[src/rtl/conv_pkg.sv]
// Shared definitions for the 3x3 convolution window feeder: default widths,
// FSM state encoding and the PE result latency.
package conv_pkg;

    localparam int DEF_DATA_W  = 8;
    localparam int DEF_ACC_W   = 32;
    // Edges from the PE sampling pe_start to pe_done rising.
    localparam int PE_DONE_LAT = 2;

    typedef enum logic [2:0] {
        S_LOAD    = 3'd0,
        S_FIRE    = 3'd1,
        S_WAIT    = 3'd2,
        S_OUT     = 3'd3,
        S_RELEASE = 3'd4
    } state_t;

endpackage

[src/rtl/conv_line_buffer.sv]
// One image row of pixels: combinational read and synchronous write,
// both at the same column address.
module conv_line_buffer #(
    parameter int DEPTH = 28,
    parameter int WIDTH = 8,
    parameter int AW    = $clog2(DEPTH)
) (
    input  logic                    clk,
    input  logic                    wr_en,
    input  logic [AW-1:0]           addr,
    input  logic signed [WIDTH-1:0] wr_data,
    output logic signed [WIDTH-1:0] rd_data
);

    logic signed [WIDTH-1:0] mem [DEPTH];

    // NOTE: the storage array has no reset; row/col gating guarantees every
    // location is written before its contents reach a window that is fired.
    always_ff @(posedge clk) begin
        if (wr_en) begin
            mem[addr] <= wr_data;
        end
    end

    // Read sees the old word during a same-cycle write, which is what the
    // row shift relies on.
    assign rd_data = mem[addr];

endmodule

[src/rtl/conv_window_feeder.sv]
// Builds 3x3 valid-convolution windows from a raster pixel stream, drives
// the PE start/done handshake and returns each result on a valid/ready port.
module conv_window_feeder
    import conv_pkg::*;
#(
    parameter int IMG_W  = 28,
    parameter int IMG_H  = 28,
    parameter int DATA_W = DEF_DATA_W,
    parameter int ACC_W  = DEF_ACC_W
) (
    input  logic                     clk,
    input  logic                     rst,
    input  logic                     pix_valid,
    input  logic signed [DATA_W-1:0] pix_data,
    output logic                     pix_ready,
    output logic signed [DATA_W-1:0] win_0,
    output logic signed [DATA_W-1:0] win_1,
    output logic signed [DATA_W-1:0] win_2,
    output logic signed [DATA_W-1:0] win_3,
    output logic signed [DATA_W-1:0] win_4,
    output logic signed [DATA_W-1:0] win_5,
    output logic signed [DATA_W-1:0] win_6,
    output logic signed [DATA_W-1:0] win_7,
    output logic signed [DATA_W-1:0] win_8,
    output logic                     pe_start,
    input  logic                     pe_done,
    input  logic signed [ACC_W-1:0]  pe_result,
    output logic                     out_valid,
    output logic signed [ACC_W-1:0]  out_data,
    output logic                     out_last,
    input  logic                     out_ready
);

    localparam int CW = $clog2(IMG_W);
    localparam int RW = $clog2(IMG_H);
    localparam logic [CW-1:0] COL_LAST = CW'(IMG_W - 1);
    localparam logic [RW-1:0] ROW_LAST = RW'(IMG_H - 1);

    state_t                   state, state_nx;
    logic [CW-1:0]            col;
    logic [RW-1:0]            row;
    logic signed [DATA_W-1:0] win [9];
    logic signed [DATA_W-1:0] lb0_rd, lb1_rd;
    logic                     accept, win_done, last_win;

    assign accept   = pix_valid && pix_ready;
    assign win_done = (row >= RW'(2)) && (col >= CW'(2));

    // lb0 holds row r-2, lb1 holds row r-1; an accept moves each column up one row.
    conv_line_buffer #(.DEPTH(IMG_W), .WIDTH(DATA_W), .AW(CW)) u_lb0 (
        .clk     (clk),
        .wr_en   (accept),
        .addr    (col),
        .wr_data (lb1_rd),
        .rd_data (lb0_rd)
    );

    conv_line_buffer #(.DEPTH(IMG_W), .WIDTH(DATA_W), .AW(CW)) u_lb1 (
        .clk     (clk),
        .wr_en   (accept),
        .addr    (col),
        .wr_data (pix_data),
        .rd_data (lb1_rd)
    );

    // NOTE: state-holding processes use non-blocking assignments only, so every
    // register samples pre-edge values regardless of statement order.
    always_ff @(posedge clk or posedge rst) begin
        if (rst) begin
            state <= S_LOAD;
        end else begin
            state <= state_nx;
        end
    end

    // NOTE: every signal driven here gets a default first, so no path leaves
    // one unassigned and no latch is inferred.
    always_comb begin
        state_nx  = state;
        pix_ready = 1'b0;
        pe_start  = 1'b0;
        out_valid = 1'b0;
        unique case (state)
            S_LOAD: begin
                pix_ready = !rst;
                if (accept && win_done) state_nx = S_FIRE;
            end
            S_FIRE: begin
                pe_start = 1'b1;
                state_nx = S_WAIT;
            end
            S_WAIT:    if (pe_done) state_nx = S_OUT;
            S_OUT: begin
                out_valid = 1'b1;
                if (out_ready) state_nx = S_RELEASE;
            end
            S_RELEASE: if (!pe_done) state_nx = S_LOAD;
            default:   state_nx = S_LOAD;
        endcase
    end

    always_ff @(posedge clk or posedge rst) begin
        if (rst) begin
            row      <= '0;
            col      <= '0;
            last_win <= 1'b0;
        end else if (accept) begin
            last_win <= (row == ROW_LAST) && (col == COL_LAST);
            if (col == COL_LAST) begin
                col <= '0;
                row <= (row == ROW_LAST) ? '0 : row + RW'(1);
            end else begin
                col <= col + CW'(1);
            end
        end
    end

    // Each window row shifts left; the new right column comes from the line buffers.
    always_ff @(posedge clk or posedge rst) begin
        if (rst) begin
            for (int i = 0; i < 9; i++) win[i] <= '0;
        end else if (accept) begin
            for (int r = 0; r < 3; r++) begin
                win[3*r]   <= win[3*r+1];
                win[3*r+1] <= win[3*r+2];
            end
            win[2] <= lb0_rd;
            win[5] <= lb1_rd;
            win[8] <= pix_data;
        end
    end

    always_ff @(posedge clk or posedge rst) begin
        if (rst) begin
            out_data <= '0;
            out_last <= 1'b0;
        end else if (state == S_WAIT && pe_done) begin
            out_data <= pe_result;
            out_last <= last_win;
        end
    end

    assign win_0 = win[0];
    assign win_1 = win[1];
    assign win_2 = win[2];
    assign win_3 = win[3];
    assign win_4 = win[4];
    assign win_5 = win[5];
    assign win_6 = win[6];
    assign win_7 = win[7];
    assign win_8 = win[8];

endmodule

[config.mk]
export PLATFORM = sky130hd
export DESIGN_NAME = conv_window_feeder
export DESIGN_NICKNAME = d
export VERILOG_FILES = /design/src/rtl/conv_pkg.sv /design/src/rtl/conv_line_buffer.sv /design/src/rtl/conv_window_feeder.sv
export SDC_FILE = /design/constraint.sdc
export NUM_CORES = 1
export LEC_CHECK = 0
export CAP_MARGIN = 30
export CORE_MARGIN = 3
export CORE_UTILIZATION = 53
export DETAILED_ROUTE_END_ITERATION = 16
export HOLD_SLACK_MARGIN = 0.02
export PLACE_DENSITY_LB_ADDON = 0.1
export SLEW_MARGIN = 25
export SYNTH_ARGS = -nofsm -noshare
export SYNTH_HDL_FRONTEND = slang
export SYNTH_SLANG_ARGS = --single-unit
[constraint.sdc]
create_clock -name clk -period 3.4 [get_ports clk]
set_input_delay 0.51 -clock clk [delete_from_list [all_inputs] [get_ports clk]]
set_output_delay 0.51 -clock clk [all_outputs]
set_load 0.005 [all_outputs]
==> out/qor.csv <==
stage,metric,value,unit
status,outcome,"complete, no violations",
routing,first-pass detailed-route iteration total,6,
cts,Post-CTS Setup Inserts,0,
critical_path,CP max FO,27,
power,Clock power frac,26.8,%
critical_path,critical path required time,3.65,ns
synth,"FF+latch count, synth",567,
layout,share of layout cells above drive strength 1,16.8,%
routing,drt wl/cell,23.7,um
timing,final setup fails,0,
placed_design,HPWL after detailed placement,32.1,mm
synth,Synth cell types,53,
synth,asr flop ratio synth,21.0,%
power,sw frac,30.0,%
die,Core Area,0.0404,mm^2
synth,synthesized area,0.0220,mm^2
power,VDD IR-drop max,0.789,mV
layout,area of the multi-input gates,0.00516,mm^2
layout,n_diodes,0,
die,chip width,210,um
layout,FF+latch area,0.0164,mm^2
timing,Fmax,0.334,GHz
cts,Clock Latency Late Sink,0.59,ns
timing,final setup TNS,0,ns
critical_path,Crit Path Class,reg2reg,
layout,Layout area overhead,19.2,%
global_route,vias in the first global route,12200,
global_route,met1 Resource Use GR,33.2,%
critical_path,RR Startpoint,col[1]$_DFFE_PP0P_,
global_route,maximum number of pins on one net before global-route repair,75,
power,Switching Power,0.00659,W
synth,Syn. warnings,0,
placed_design,port buffer count,152,
cts,post-CTS sizing,0,
global_route,initial antenna violation count,0,
critical_path,Bufs and invs on worst path,2,
power,Power Internal,0.0154,W
routing,routed vias,12100,
die,die height,210,um
routing,ANT nets after route,0,
cts,Num CTS Buffers,55,
layout,Util after Layout,64.8,%
timing,Setup WS post-layout,0.410,ns
timing,Fin Hold WS,0.305,ns
global_route,met3 global-route usage,3.83,%
power,sequential power share,43.8,%
layout,Filler Cell Count,2867,
critical_path,r2r worst-path depth,5,
critical_path,"Data arrival, critical path",3.24,ns
synth,syn_nets,1355,
die,Starting Density,54.4,%
synth,main area contributors after synthesis,"edfxtp_1 (61%), dfrtp_1 (14%), mux2i_1 (5.2%), mux4_2 (5.1%), nand2_1 (3.4%)",
timing,Worst Skew,0.0208,ns
critical_path,Crit. path cell count,5,
routing,Remaining DRCs,0,
placed_design,Place WS,0.428,ns
critical_path,Top delay family on crit path,buffers and inverters,
critical_path,Worst Setup SP,col[1]$_DFFE_PP0P_,
critical_path,critical path's largest stage delay,0.57,ns
cts,Max H-tree Level,2,
cts,Worst-path clk slew,0.06,ns
critical_path,"Cell Chain, Critical Path",buf_4 -> ha_1 -> nand3_1 -> nor2_1 -> buf_4,
synth,Mapped Cells,1304,
critical_path,R2R Setup Slk,0.41,ns
timing,final-report hold violation count,0,
synth,post-synth top area share,61.3,%
synth,"EDFF count, synth",448,
timing,RSZ-0062 raised after global routing,false,
cts,CTS tree,done,
global_route,gr busiest metal,met2,
critical_path,Critical Path End,u_lb1.mem[19][5]$_DFFE_PP_,
global_route,Tot GR Track Use,22.8,%
hold_path,Hold Path Class,in2async,
global_route,met2 GRT Util,35.7,%
routing,final wirelength,49.6,mm
power,power per cell area,839,mW/mm^2
global_route,Congestion Overflow GR,0,
power,LEAKAGE,9.47,nW
cts,# clock sinks,567,
critical_path,"slowest stage cell, crit path",dfrtp_4,
cts,clk buf depth,3,
placed_design,GPL Wtd Cong,0.813,
timing,ratio of final minimum period to clock period,87.9,%
layout,fin nets,1573,
power,Comb pwr share,29.4,%
die,I/O pin count,153,
timing,fin. max-slew vios,0,
die,die area,0.0439,mm^2
cts,hold_buf cts,0,
global_route,first-pass GRT wire length,76.0,mm
cts,CTS Root Cell,clkbuf_16,
timing,Worst Max-Slew Pin Slew,0.908,ns
synth,ys flop type,edfxtp_1,
critical_path,crit start category,flop,
timing,Final Critical Period,2.99,ns
synth,syn avg cell area,16.8,um^2
synth,cell taking the most area after synthesis,edfxtp_1,
routing,DR vias/cell,5.80,
critical_path,most frequent CP cell,buf_4,
synth,sequential area share after synthesis,74.8,%
critical_path,Setup crit end kind,flop,
timing,Slew HR,39.0,%
routing,DR iter-0 viols,1260,
flow_run,max cap viols,0,
critical_path,r2r endpoint,u_lb1.mem[19][5]$_DFFE_PP_,
die,row count,73,
==> state kept, by name (all words and copies together) (netlist names), 8 cells and up <==
signal and flops:
win_3 8, u_lb0.mem 224, win_4 8, win_5 8
win_7 8, u_lb1.mem 224, win_6 8, win_0 8
out_data 32, win_2 8, win_1 8, win_8 8
==> per-layer routing <==
metal	part of all wire [%]	wire length [um]
met1	42	21000
met3	7.3	3640
met5	0	0
met2	47	23500
met4	2.8	1410
==> final cells by class <==
cell class | count | share of cell area, %
Tap cell | 525 | 2.51
Sequential cell | 567 | 62.8
Timing Repair Buffer | 226 | 8.20
Inverter | 6 | 0.100
Multi-Input combinational cell | 666 | 19.7
Clock inverter | 32 | 0.965
Clock buffer | 70 | 5.71
==> how the worst min path moves through the flow <==
stage / from / to / slack [ns] / cells after the start
2_1_floorplan: last_win$_DFFE_PP0P_ / last_win$_DFFE_PP0P_ / 0.44 / 2
3_3_place_gp: win_3[7]$_DFFE_PP0P_ / win_3[7]$_DFFE_PP0P_ / 0.46 / 2
3_5_place_dp: win_6[4]$_DFFE_PP0P_ / win_6[4]$_DFFE_PP0P_ / 0.46 / 2
4_1_cts: rst / win_4[7]$_DFFE_PP0P_ / 0.28 / 2
5_1_grt: rst / state[2]$_DFFE_PP0P_ / 0.31 / 2
6_report: rst / win_5[7]$_DFFE_PP0P_ / 0.31 / 2
==> synthesized netlist by cell type (11+ instances only) <==
master / number
o22ai_1: 29
buf_4: 11
a31oi_1: 16
nand3_1: 21
mux2_2: 46
nor2_1: 52
mux2i_1: 114
o21ai_0: 16
nor2b_1: 11
dfrtp_1: 119
nand2_1: 198
clkbuf_1: 14
mux4_2: 50
edfxtp_1: 448
buf_2: 33
a22oi_1: 21
==> cell usage in the layout, fill, tap and decap left out, types with 6 or more instances in the layout <==
master / instances
a22oi_1: 21
o22ai_1: 29
a31oi_1: 16
dfrtp_1: 117
clkbuf_1: 11
o211ai_1: 7
clkdlybuf4s50_1: 152
a211oi_1: 8
nor2_1: 52
nand4_1: 7
a221oi_1: 6
edfxtp_1: 448
clkinv_2: 13
ha_1: 6
mux2i_1: 114
o21ai_0: 16
clkbuf_16: 57
clkinv_1: 12
mux2_2: 46
nand2_1: 197
mux4_2: 50
nor2b_1: 11
nand3_1: 21
buf_4: 67
a21oi_1: 10
==> worst reg2reg max path, stage by stage (launching register included) <==
cell and delay [ns]:
dfrtp_4 0.57, buf_4 0.45, ha_1 0.50, nand3_1 0.53, nor2_1 0.24, buf_4 0.35
==> cell families after synthesis <==
group	Yosys count	share of synthesized area [%]
DFF	567	74.8
and+or+nand+nor	321	6.36
muxes	213	12.9
AOI/OAI and AO/OA	125	3.82
buffers and inverters	71	1.73
adders and majority gates	6	0.342
xor gates and xnor gates	1	0.0399
==> metrics by stage <==
stage                     instance area (um^2)  total power [W]  cells
after floorplan                          22000           0.0132   1304
after global placement                   24400           0.0162   1988
after detailed placement                 24400           0.0163   1989
after CTS                                26200           0.0222   2091
after global routing                     26200           0.0230   2092
final                                    26200           0.0220   2092
==> power groups by stage <==
stage          Sequential (W)  Combinational, W  Clock (W)
2_1_floorplan         0.00967           0.00357          0
3_3_place_gp          0.00975           0.00644          0
3_5_place_dp          0.00977           0.00651          0
4_1_cts               0.00963           0.00651    0.00602
5_1_grt               0.00973           0.00697    0.00629
6_report              0.00962           0.00647    0.00589
No activity file was read; power rests on OpenSTA's default activity.
